## src/rtl/rtc_bus_pkg.sv

```systemverilog
// Shared encodings for the RTC bus transaction sequencer.
package rtc_bus_pkg;

   typedef enum logic [2:0] {
      StIdle,
      StAddrSetup,
      StAddrStrobe,
      StAddrHold,
      StDataSetup,
      StDataStrobe,
      StDataHold,
      StDone
   } rtc_state_e;

   localparam logic RW_READ     = 1'b1;
   localparam logic RW_WRITE    = 1'b0;
   localparam logic AD_ADDR     = 1'b0;
   localparam logic AD_DATA     = 1'b1;
   localparam logic DIR_DRIVE   = 1'b0;
   localparam logic DIR_RELEASE = 1'b1;

endpackage

```

## src/rtl/rtc_phase_timer.sv

```systemverilog
// 8-bit loadable down-counter; expire_o is high while the count is zero.
module rtc_phase_timer (
   input  logic       clk_i,
   input  logic       rst_ni,
   input  logic       load_i,
   input  logic [7:0] load_val_i,
   output logic       expire_o
);

   logic [7:0] cnt_q, cnt_d;

   // Load wins; otherwise count down and park at zero.
   always_comb begin
      cnt_d = cnt_q;
      if (load_i) begin
         cnt_d = load_val_i;
      end else if (cnt_q != 8'd0) begin
         cnt_d = cnt_q - 8'd1;
      end
   end

   // Counter state.
   always_ff @(posedge clk_i or negedge rst_ni) begin
      if (!rst_ni) begin
         cnt_q <= 8'd0;
      end else begin
         cnt_q <= cnt_d;
      end
   end

   assign expire_o = (cnt_q == 8'd0);

endmodule

```

## src/rtl/rtc_bus_controller.sv

```systemverilog
// Two-phase (address, data) transaction sequencer for the multiplexed RTC bus.
module rtc_bus_controller
   import rtc_bus_pkg::*;
#(
   parameter int unsigned T_SETUP = 1,
   parameter int unsigned T_PULSE = 4,
   parameter int unsigned T_GAP   = 2
) (
   input  logic       clk_i,
   input  logic       rst_ni,
   input  logic       req_i,
   input  logic       rw_i,
   input  logic [7:0] addr_i,
   input  logic [7:0] wdata_i,
   output logic       busy_o,
   output logic       done_o,
   output logic [7:0] rdata_o,
   output logic       cs_n_o,
   output logic       rd_n_o,
   output logic       wr_n_o,
   output logic       ad_sel_o,
   output logic       buf_dir_o,
   output logic [7:0] buf_wdata_o,
   input  logic [7:0] buf_rdata_i
);

   if (T_SETUP > 255) begin : gen_bad_setup
      $error("T_SETUP out of range 0..255");
   end
   if (T_PULSE < 1 || T_PULSE > 255) begin : gen_bad_pulse
      $error("T_PULSE out of range 1..255");
   end
   if (T_GAP < 1 || T_GAP > 255) begin : gen_bad_gap
      $error("T_GAP out of range 1..255");
   end

   // Timer reload values: a state lasting N cycles loads N-1. Setup gets one extra cycle
   // for the buffer's register stage, hence T_SETUP rather than T_SETUP-1.
   localparam logic [7:0] LdSetup = 8'(T_SETUP);
   localparam logic [7:0] LdPulse = 8'(T_PULSE - 1);
   localparam logic [7:0] LdGap   = 8'(T_GAP - 1);

   rtc_state_e state_q;
   logic       rw_q;
   logic [7:0] addr_q, wdata_q;
   logic       first_hold_q;
   logic       tmr_load, tmr_expire;
   logic [7:0] tmr_val;

   rtc_phase_timer u_timer (
      .clk_i      (clk_i),
      .rst_ni     (rst_ni),
      .load_i     (tmr_load),
      .load_val_i (tmr_val),
      .expire_o   (tmr_expire)
   );

   // Reload the timer on every transition into a timed state.
   always_comb begin
      tmr_load = 1'b0;
      tmr_val  = 8'd0;
      case (state_q)
         StIdle:       begin tmr_load = req_i;      tmr_val = LdSetup; end
         StAddrSetup:  begin tmr_load = tmr_expire; tmr_val = LdPulse; end
         StAddrStrobe: begin tmr_load = tmr_expire; tmr_val = LdGap;   end
         StAddrHold:   begin tmr_load = tmr_expire; tmr_val = LdSetup; end
         StDataSetup:  begin tmr_load = tmr_expire; tmr_val = LdPulse; end
         StDataStrobe: begin tmr_load = tmr_expire; tmr_val = LdGap;   end
         default:      ;
      endcase
   end

   // Sequencer: outputs are registered and updated on the edge that enters each state.
   always_ff @(posedge clk_i or negedge rst_ni) begin
      if (!rst_ni) begin
         state_q      <= StIdle;
         rw_q         <= RW_WRITE;
         addr_q       <= 8'd0;
         wdata_q      <= 8'd0;
         first_hold_q <= 1'b0;
         busy_o       <= 1'b0;
         done_o       <= 1'b0;
         rdata_o      <= 8'd0;
         cs_n_o       <= 1'b1;
         rd_n_o       <= 1'b1;
         wr_n_o       <= 1'b1;
         ad_sel_o     <= AD_ADDR;
         buf_dir_o    <= DIR_RELEASE;
         buf_wdata_o  <= 8'd0;
      end else begin
         done_o       <= 1'b0;
         first_hold_q <= 1'b0;
         case (state_q)
            StIdle: begin
               if (req_i) begin
                  rw_q        <= rw_i;
                  addr_q      <= addr_i;
                  wdata_q     <= wdata_i;
                  state_q     <= StAddrSetup;
                  busy_o      <= 1'b1;
                  cs_n_o      <= 1'b0;
                  ad_sel_o    <= AD_ADDR;
                  buf_dir_o   <= DIR_DRIVE;
                  buf_wdata_o <= addr_i;
               end
            end
            StAddrSetup: begin
               if (tmr_expire) begin
                  state_q <= StAddrStrobe;
                  wr_n_o  <= 1'b0;
               end
            end
            StAddrStrobe: begin
               if (tmr_expire) begin
                  state_q <= StAddrHold;
                  wr_n_o  <= 1'b1;
                  cs_n_o  <= 1'b1;
               end
            end
            StAddrHold: begin
               if (tmr_expire) begin
                  state_q  <= StDataSetup;
                  cs_n_o   <= 1'b0;
                  ad_sel_o <= AD_DATA;
                  if (rw_q == RW_READ) begin
                     buf_dir_o <= DIR_RELEASE;
                  end else begin
                     buf_dir_o   <= DIR_DRIVE;
                     buf_wdata_o <= wdata_q;
                  end
               end
            end
            StDataSetup: begin
               if (tmr_expire) begin
                  state_q <= StDataStrobe;
                  if (rw_q == RW_READ) rd_n_o <= 1'b0;
                  else                 wr_n_o <= 1'b0;
               end
            end
            StDataStrobe: begin
               if (tmr_expire) begin
                  state_q      <= StDataHold;
                  rd_n_o       <= 1'b1;
                  wr_n_o       <= 1'b1;
                  cs_n_o       <= 1'b1;
                  first_hold_q <= 1'b1;
               end
            end
            StDataHold: begin
               // buf_rdata lags the bus by one cycle, so the first hold cycle sees the
               // value from the last rd_n-low cycle.
               if (first_hold_q && (rw_q == RW_READ)) begin
                  rdata_o <= buf_rdata_i;
               end
               if (tmr_expire) begin
                  state_q   <= StDone;
                  done_o    <= 1'b1;
                  buf_dir_o <= DIR_RELEASE;
                  ad_sel_o  <= AD_ADDR;
               end
            end
            StDone: begin
               state_q <= StIdle;
               busy_o  <= 1'b0;
            end
            default: state_q <= StIdle;
         endcase
      end
   end

endmodule
```

## config.mk

```make
export PLATFORM = sky130hd
export DESIGN_NAME = rtc_bus_controller
export DESIGN_NICKNAME = d
export VERILOG_FILES = /design/src/rtl/rtc_bus_pkg.sv /design/src/rtl/rtc_phase_timer.sv /design/src/rtl/rtc_bus_controller.sv
export SDC_FILE = /design/constraint.sdc
export NUM_CORES = 1
export LEC_CHECK = 0
export ABC_AREA = 1
export BUFFER_PORTS_ARGS = -buffer_cell sky130_fd_sc_hd__buf_2
export CORE_ASPECT_RATIO = 0.75
export CORE_UTILIZATION = 39
export DETAILED_ROUTE_END_ITERATION = 8
export PLACE_DENSITY_LB_ADDON = 0.08
export SLEW_MARGIN = 25
export SYNTH_ARGS = -nofsm -noshare
export SYNTH_HDL_FRONTEND = slang
export SYNTH_SLANG_ARGS = --single-unit
```

## constraint.sdc

```tcl
create_clock -name clk_i -period 2.3 [get_ports clk_i]
set_clock_uncertainty 0.2 [all_clocks]
set_input_delay 0.345 -clock clk_i [delete_from_list [all_inputs] [get_ports clk_i]]
set_output_delay 0.345 -clock clk_i [all_outputs]
set_load 0.02 [all_outputs]
```

==> impl_metrics.env, run 1 <==
export IMPL_post_cts_buffers=0
export IMPL_synth_edf_count=0
export IMPL_relSlewSlack_pct=61.0
export IMPL_vias=1751
export IMPL_fin_nets=332
export IMPL_routed_wl_um=4720
export IMPL_synth_top_family_by_area="simple AND/OR/NAND/NOR gates"
export IMPL_fp_dieW_um=90.1
export IMPL_die_area_um2=6130
export IMPL_grt_max_degree=26
export IMPL_synth_fa_ha_area_share_pct=3.31
export IMPL_hpwl_um=3620
export IMPL_drt_iter0_markers=89
export IMPL_max_stage_delay_ns=0.43
export IMPL_synth_common_cells="nand2_1, dfrtp_1, nand3_1, inv_1, nor2_1"
export IMPL_yosysTopAreaCell="dfrtp_1"
export IMPL_cts_htree_levels=2
export IMPL_leakage_nw=1.49
export IMPL_crit_buf_inv=1
export IMPL_wl_per_cell_um=12.6
export IMPL_path_cells="ha_1, nand2_4, inv_2, nand2_1, o21ai_4, nand2_4, nand2_1, nand2_1"
export IMPL_crit_path_top_delay_cell="dfrtp_1"
export IMPL_viasPerCell=4.68
export IMPL_synthToLayoutAreaGrowth_pct=18.4
export IMPL_finalSetupViolCount=0
export IMPL_pwr_share_comb_pct=50.8
export IMPL_fin_crit_ns=1.93
export IMPL_place_gp_congestion=0.840
export IMPL_muxShareOfSynthArea_pct=8.94
export IMPL_async_reset_ff_share_pct=100
export IMPL_synth_cell_types=28
export IMPL_clockBufferDepth=2
export IMPL_syn_nets=277
export IMPL_worst_pin_slew_ns=0.586
export IMPL_grt_pass1_wl_um=8060
export IMPL_yosys_area_share_simple_pct=28.5
export IMPL_dr_pass1_iters=4
export IMPL_ant_nets=0
export IMPL_fin_setup_tns_ns=0
export IMPL_synthTopCellsByArea="dfrtp_1, nand2_1, mux2_2, dfstp_2, nand3_1"
export IMPL_yosysMostFrequentCell="nand2_1"
export IMPL_die_h_um=68.1
export IMPL_yosysWarnings=0
export IMPL_rows=23
export IMPL_p_int_w=0.00201
export IMPL_io_pins=51
export IMPL_switchingPower_w=0.00161
export IMPL_max_freq_mhz=517
export IMPL_start_util_pct=41.5
export IMPL_synth_cell_area_um2=2270
export IMPL_numClockSinks=44
export IMPL_critPathMaxFanout=13
export IMPL_synth_seq_area_share_pct=48.8
export IMPL_synth_top_area_share_pct=44.1
export IMPL_seqPwrFrac_pct=35.2
export IMPL_startpoint_type="flip-flop"
export IMPL_grt_usage_pct=16.9
export IMPL_crit_required_ns=2.29
export IMPL_crit_top_cell="nand2_1"
export IMPL_end_kind="flip-flop"
export IMPL_setup_ws_ns=0.365
export IMPL_ys_seq_elements=44
export IMPL_synth_area_per_cell_um2=9.34
export IMPL_first_global_vias=1634
export IMPL_switching_share_pct=44.6
export IMPL_placement_io_buffers=50
export IMPL_syn_instance_count=243
export IMPL_rsz0062_at_grt="no"
export IMPL_peakVddDrop_v=0.000534
export IMPL_period_share_pct=84.1
export IMPL_critPathArrivalTime_ns=1.93
export IMPL_post_route_cells_drive_above_1_share_pct=32.1
export IMPL_clk_latency_ns=0.29
export IMPL_hold_class="input port to flip-flop"
export IMPL_multi_input_area_um2=1050
export IMPL_place_ws_ns=0.377
export IMPL_outcome="completed"
export IMPL_clkTransAtPathRegs_ns=0.08
export IMPL_antenna_found_initial=0
export IMPL_diodes=0
export IMPL_fillerInstances=540
export IMPL_hold_viol_final=0
export IMPL_cts_root_buf="clkbuf_8"
export IMPL_synthFlopType="dfrtp_1"
export IMPL_worst_setup_path_type="flip-flop to flip-flop"
export IMPL_cts_buffers=5
export IMPL_grt_remaining_overflow=0
export IMPL_pwr_density_cell_nw_per_um2=1350
export IMPL_core_um2=5470
export IMPL_cpLargestDelayFamily="simple AND/OR/NAND/NOR gates"
export IMPL_synth_xor_area_share_pct=2.32
export IMPL_power_frac_clock_pct=14.0
export IMPL_synth_compound_area_share_pct=3.20
export IMPL_seqCellArea_um2=1110
export IMPL_cts_tree="done"
export IMPL_maxSlewViolCount=0
export IMPL_drv_cap=0
export IMPL_route_detailed_drc=0
==> logic make-up after synthesis <==
kind of cell,Yosys count
buffers and inverters,23
XOR/XNOR,6
multiplexers,16
AND/OR/NAND/NOR,137
AO/OA/AOI/OAI,11
flip-flops,44
adder cells (fa/ha/maj),6
==> registers in the layout, summed over array words and instances, names as in the netlist <==
signal / count
ad_sel_o: 1
state_q: 3
u_timer.cnt_q: 8
first_hold_q: 1
wdata_q: 8
rdata_o: 8
done_o: 1
buf_wdata_o: 8
rw_q: 1
wr_n_o: 1
busy_o: 1
rd_n_o: 1
cs_n_o: 1
buf_dir_o: 1
==> power by group through the flow <==
stage	clock (W)	combinational, W	sequential, W
CTS	0.000524	0.00185	0.00128
detailed placement	0	0.00184	0.00129
finish	0.000505	0.00184	0.00128
global route	0.000554	0.00207	0.00132
global placement	0	0.00184	0.00129
floorplan	0	0.00135	0.00138
==> cell usage in the layout (no fill, tap or decap), types with 5 or more instances in the layout <==
master    netlist  layout
inv_1          15      15
mux2_2         10      10
nand3_1        20      20
buf_2           1      50
xor2_1          5       5
ha_1            6       6
nor3_1          5       5
dfrtp_1        40      40
clkbuf_8        0       6
nand2_1        85      85
mux2_4          6       6
nor2_1         12      12
==> cell type report <==
| class | instances | area share, % |
|---|---|---|
| clock buffers | 7 | 3.22 |
| clock inverters | 1 | 0.280 |
| inverters | 18 | 2.52 |
| multi-input cells | 176 | 39.0 |
| flip-flops and latches | 44 | 41.2 |
| well taps | 75 | 3.49 |
| repair buffers | 53 | 10.3 |
==> routing by layer <==
layer	track usage [%]	wire (µm)	share of wire (%)	up-vias
li1	-	-	-	891
met3	3.33	197	4.2	5
met5	0	0	0	-
met1	25.9	2600	55	813
met2	23.8	1880	40	42
met4	5.44	44	0.93	0
==> what timing repair did <==
action	in CTS	in global routing
hold buffers	1	0
hold endpoints to repair	21	0
resized for setup	0	0
setup endpoints to repair	0	0
==> path summary, 6_finish.rpt <==
check / start / slack (ns) / cells after the start / endpoint
setup / recovery: state_q[0] / 0.37 / 8 / buf_wdata_o[7]
hold / removal: wdata_i[4] / 0.08 / 2 / wdata_q[4]
setup reg to reg: state_q[0] / 0.37 / 8 / buf_wdata_o[7]
hold reg to reg: wr_n_o / 0.26 / 2 / wr_n_o
max in group asynchronous: rst_ni / 0.88 / 3 / cs_n_o
min in group asynchronous: rst_ni / 0.38 / 2 / rdata_o[4]
==> per-stage QoR <==
stage	total power, W	util (%)	cell area (µm²)	std cells	hold WS [ns]
2_1_floorplan	0.00273	-	2270	243	-0.151
3_5_place_dp	0.00313	47.2	2580	365	0.183
6_report	0.00362	49.1	2690	374	0.0787
5_1_grt	0.00394	49.1	2690	374	0.0731
4_1_cts	0.00365	49.1	2690	374	0.0690
3_3_place_gp	0.00313	47.2	2580	365	0.179
(Power assumes the default switching activity.)
==> inputs of run 2 (changes only) <==
==> constraint.sdc (replaced) <==
create_clock -name clk_i -period 1.7 [get_ports clk_i]
set_clock_uncertainty 0.2 [all_clocks]
set_input_delay 0.255 -clock clk_i [delete_from_list [all_inputs] [get_ports clk_i]]
set_output_delay 0.255 -clock clk_i [all_outputs]
set_load 0.02 [all_outputs]
==> run 2 against run 1 <==
Non-clock buffer count grew 49. Critical path type unchanged. Register-to-register slack lost 0.34 ns. Total power grew 62%. Critical path depth shrank 2. Global-route usage grew 0.65 points. Clock power grew 37%. First-iteration DRC count shrank 34%. Critical endpoint is now rdata_o[0]. Routed wire length grew 8.2%. Die area is the same. Sequential power grew 37%.
==> impl_metrics.env, run 2 (synthesis gave the netlist of run 1 again) <==
export IMPL_use_met2_pct=26.9
export IMPL_cts_htree_levels=2
export IMPL_drv_cap=0
export IMPL_fin_setup_tns_ns=0
export IMPL_worst_pin_slew_ns=0.230
export IMPL_ant_nets=0
export IMPL_cts_root_buf="clkbuf_8"
export IMPL_startpoint_type="flip-flop"
export IMPL_hold_viol_final=0
export IMPL_start_util_pct=41.5
export IMPL_synthToLayoutAreaGrowth_pct=46.5
export IMPL_setup_ws_ns=0.0219
export IMPL_die_h_um=68.1
export IMPL_final_core_util_pct=60.8
export IMPL_numClockSinks=44
export IMPL_post_route_cells_drive_above_1_share_pct=45.7
export IMPL_wl_per_cell_um=12.1
export IMPL_place_gp_congestion=0.803
export IMPL_gr_usage_met1_pct=24.5
export IMPL_clk_latency_ns=0.30
export IMPL_hpwl_um=3520
export IMPL_cpLargestDelayFamily="flip-flops"
export IMPL_route_detailed_drc=0
export IMPL_leakage_nw=1.76
export IMPL_clockBufferDepth=2
export IMPL_grt_usage_pct=17.6
export IMPL_crit_required_ns=1.69
export IMPL_fin_nets=381
export IMPL_instances_no_fill=423
export IMPL_end_kind="flip-flop"
export IMPL_first_global_vias=1788
export IMPL_min_path_cells=3
export IMPL_antenna_found_initial=0
export IMPL_critPathArrivalTime_ns=1.67
export IMPL_outcome="completed"
export IMPL_fin_crit_ns=1.68
export IMPL_peakVddDrop_v=0.000941
export IMPL_fp_dieW_um=90.1
export IMPL_max_stage_delay_ns=0.46
export IMPL_cts_tree="done"
export IMPL_core_um2=5470
export IMPL_routed_wl_um=5100
export IMPL_viasPerCell=4.56
export IMPL_max_freq_mhz=596
export IMPL_maxSlewViolCount=0
export IMPL_use_met3_pct=4.00
export IMPL_drt_iter0_markers=59
export IMPL_vias=1927
export IMPL_cts_buffers=5
export IMPL_critPathMaxFanout=7
export IMPL_pwr_density_cell_nw_per_um2=1770
export IMPL_placement_io_buffers=50
export IMPL_period_share_pct=98.7
export IMPL_fillerInstances=491
export IMPL_rsz0062_at_grt="yes"
export IMPL_rows=23
export IMPL_crit_path_top_delay_cell="dfrtp_2"
export IMPL_path_cells="inv_4, ha_4, nand2_4, nor2_4, buf_12, mux2_4"
export IMPL_place_ws_ns=-0.0720
export IMPL_grt_max_degree=45
export IMPL_placedCellCount=388
export IMPL_worst_setup_path_type="flip-flop to flip-flop"
export IMPL_grt_remaining_overflow=0
export IMPL_diodes=0
export IMPL_dr_pass1_iters=4
export IMPL_top_usage_layer="met2"
export IMPL_die_area_um2=6130
export IMPL_grt_pass1_wl_um=8300
export IMPL_crit_buf_inv=2
export IMPL_cp_depth=6
export IMPL_finalSetupViolCount=0
export IMPL_final_common_cell="nand2_1"
export IMPL_io_pins=51
export IMPL_relSlewSlack_pct=84.6
export IMPL_hold_class="input port to flip-flop"
export IMPL_final_cell_mix="nand2_1, buf_2, dfrtp_1"
export IMPL_clkTransAtPathRegs_ns=0.08
export IMPL_r2r_cells=6
run 2: changes by cell type in the layout (fill, tap and decap cells not counted), sizes merged:
cell         before  now
clkinvlp          1    0
clkbuf            7    6
dlygate4sd3       1   17
buf              52   85
clkinv            0    2
run 2: timing repair:
item,4_1_cts,5_1_grt
setup endpoints to repair,27,41
buffers inserted,3,7
pin swaps,4,12
endpoints found under the hold margin,60,0
hold buffers,17,0
resized for setup,7,49
run 2: worst paths after layout:
path | startpoint | endpoint | slack [ns]
worst max-delay path | state_q[0] | rdata_o[0] | 0.02
worst min-delay path | rw_i | rw_q | 0.01
worst max register to register | state_q[0] | rdata_o[0] | 0.02
worst min register to register | wr_n_o | wr_n_o | 0.26
max in group asynchronous | rst_ni | rd_n_o | 0.78
min in group asynchronous | rst_ni | u_timer.cnt_q[4] | 0.25
run 2: routing by layer:
metal  share of wire [%]  wire length, µm
met1                  52             2630
met2                  43             2210
met3                 3.9              201
met4                 1.3               64
met5                   0                0
run 2: worst min-delay path, stage by stage:
cell,delay (ns)
buf_2,0.08
nor2_1,0.03
a21oi_1,0.10
run 2: final cells by class:
class / instances / area (µm²) / share of cell area, %
Multi-Input combinational cell: 176 / 1220 / 36.9
Sequential cell: 44 / 1110 / 33.4
Timing Repair Buffer: 102 / 727 / 21.9
Tap cell: 75 / 93.8 / 2.82
Clock buffer: 6 / 82.6 / 2.48
Inverter: 18 / 75.1 / 2.26
Clock inverter: 2 / 10.0 / 0.301
run 2: where the power goes:
part           internal, W  switching, W
registers          0.00147      0.000282
logic              0.00158       0.00185
clock network     0.000325      0.000369
total              0.00337       0.00250
run 2: stage by stage:
step / hold WS, ns / power (W) / instance area, µm²
after CTS: 0.00932 / 0.00538 / 3100
after global routing: 0.0592 / 0.00635 / 3320
after floorplan: -0.241 / 0.00370 / 2270
after global placement: 0.0547 / 0.00456 / 2770
final: 0.0146 / 0.00588 / 3320
after detailed placement: 0.0518 / 0.00458 / 2770
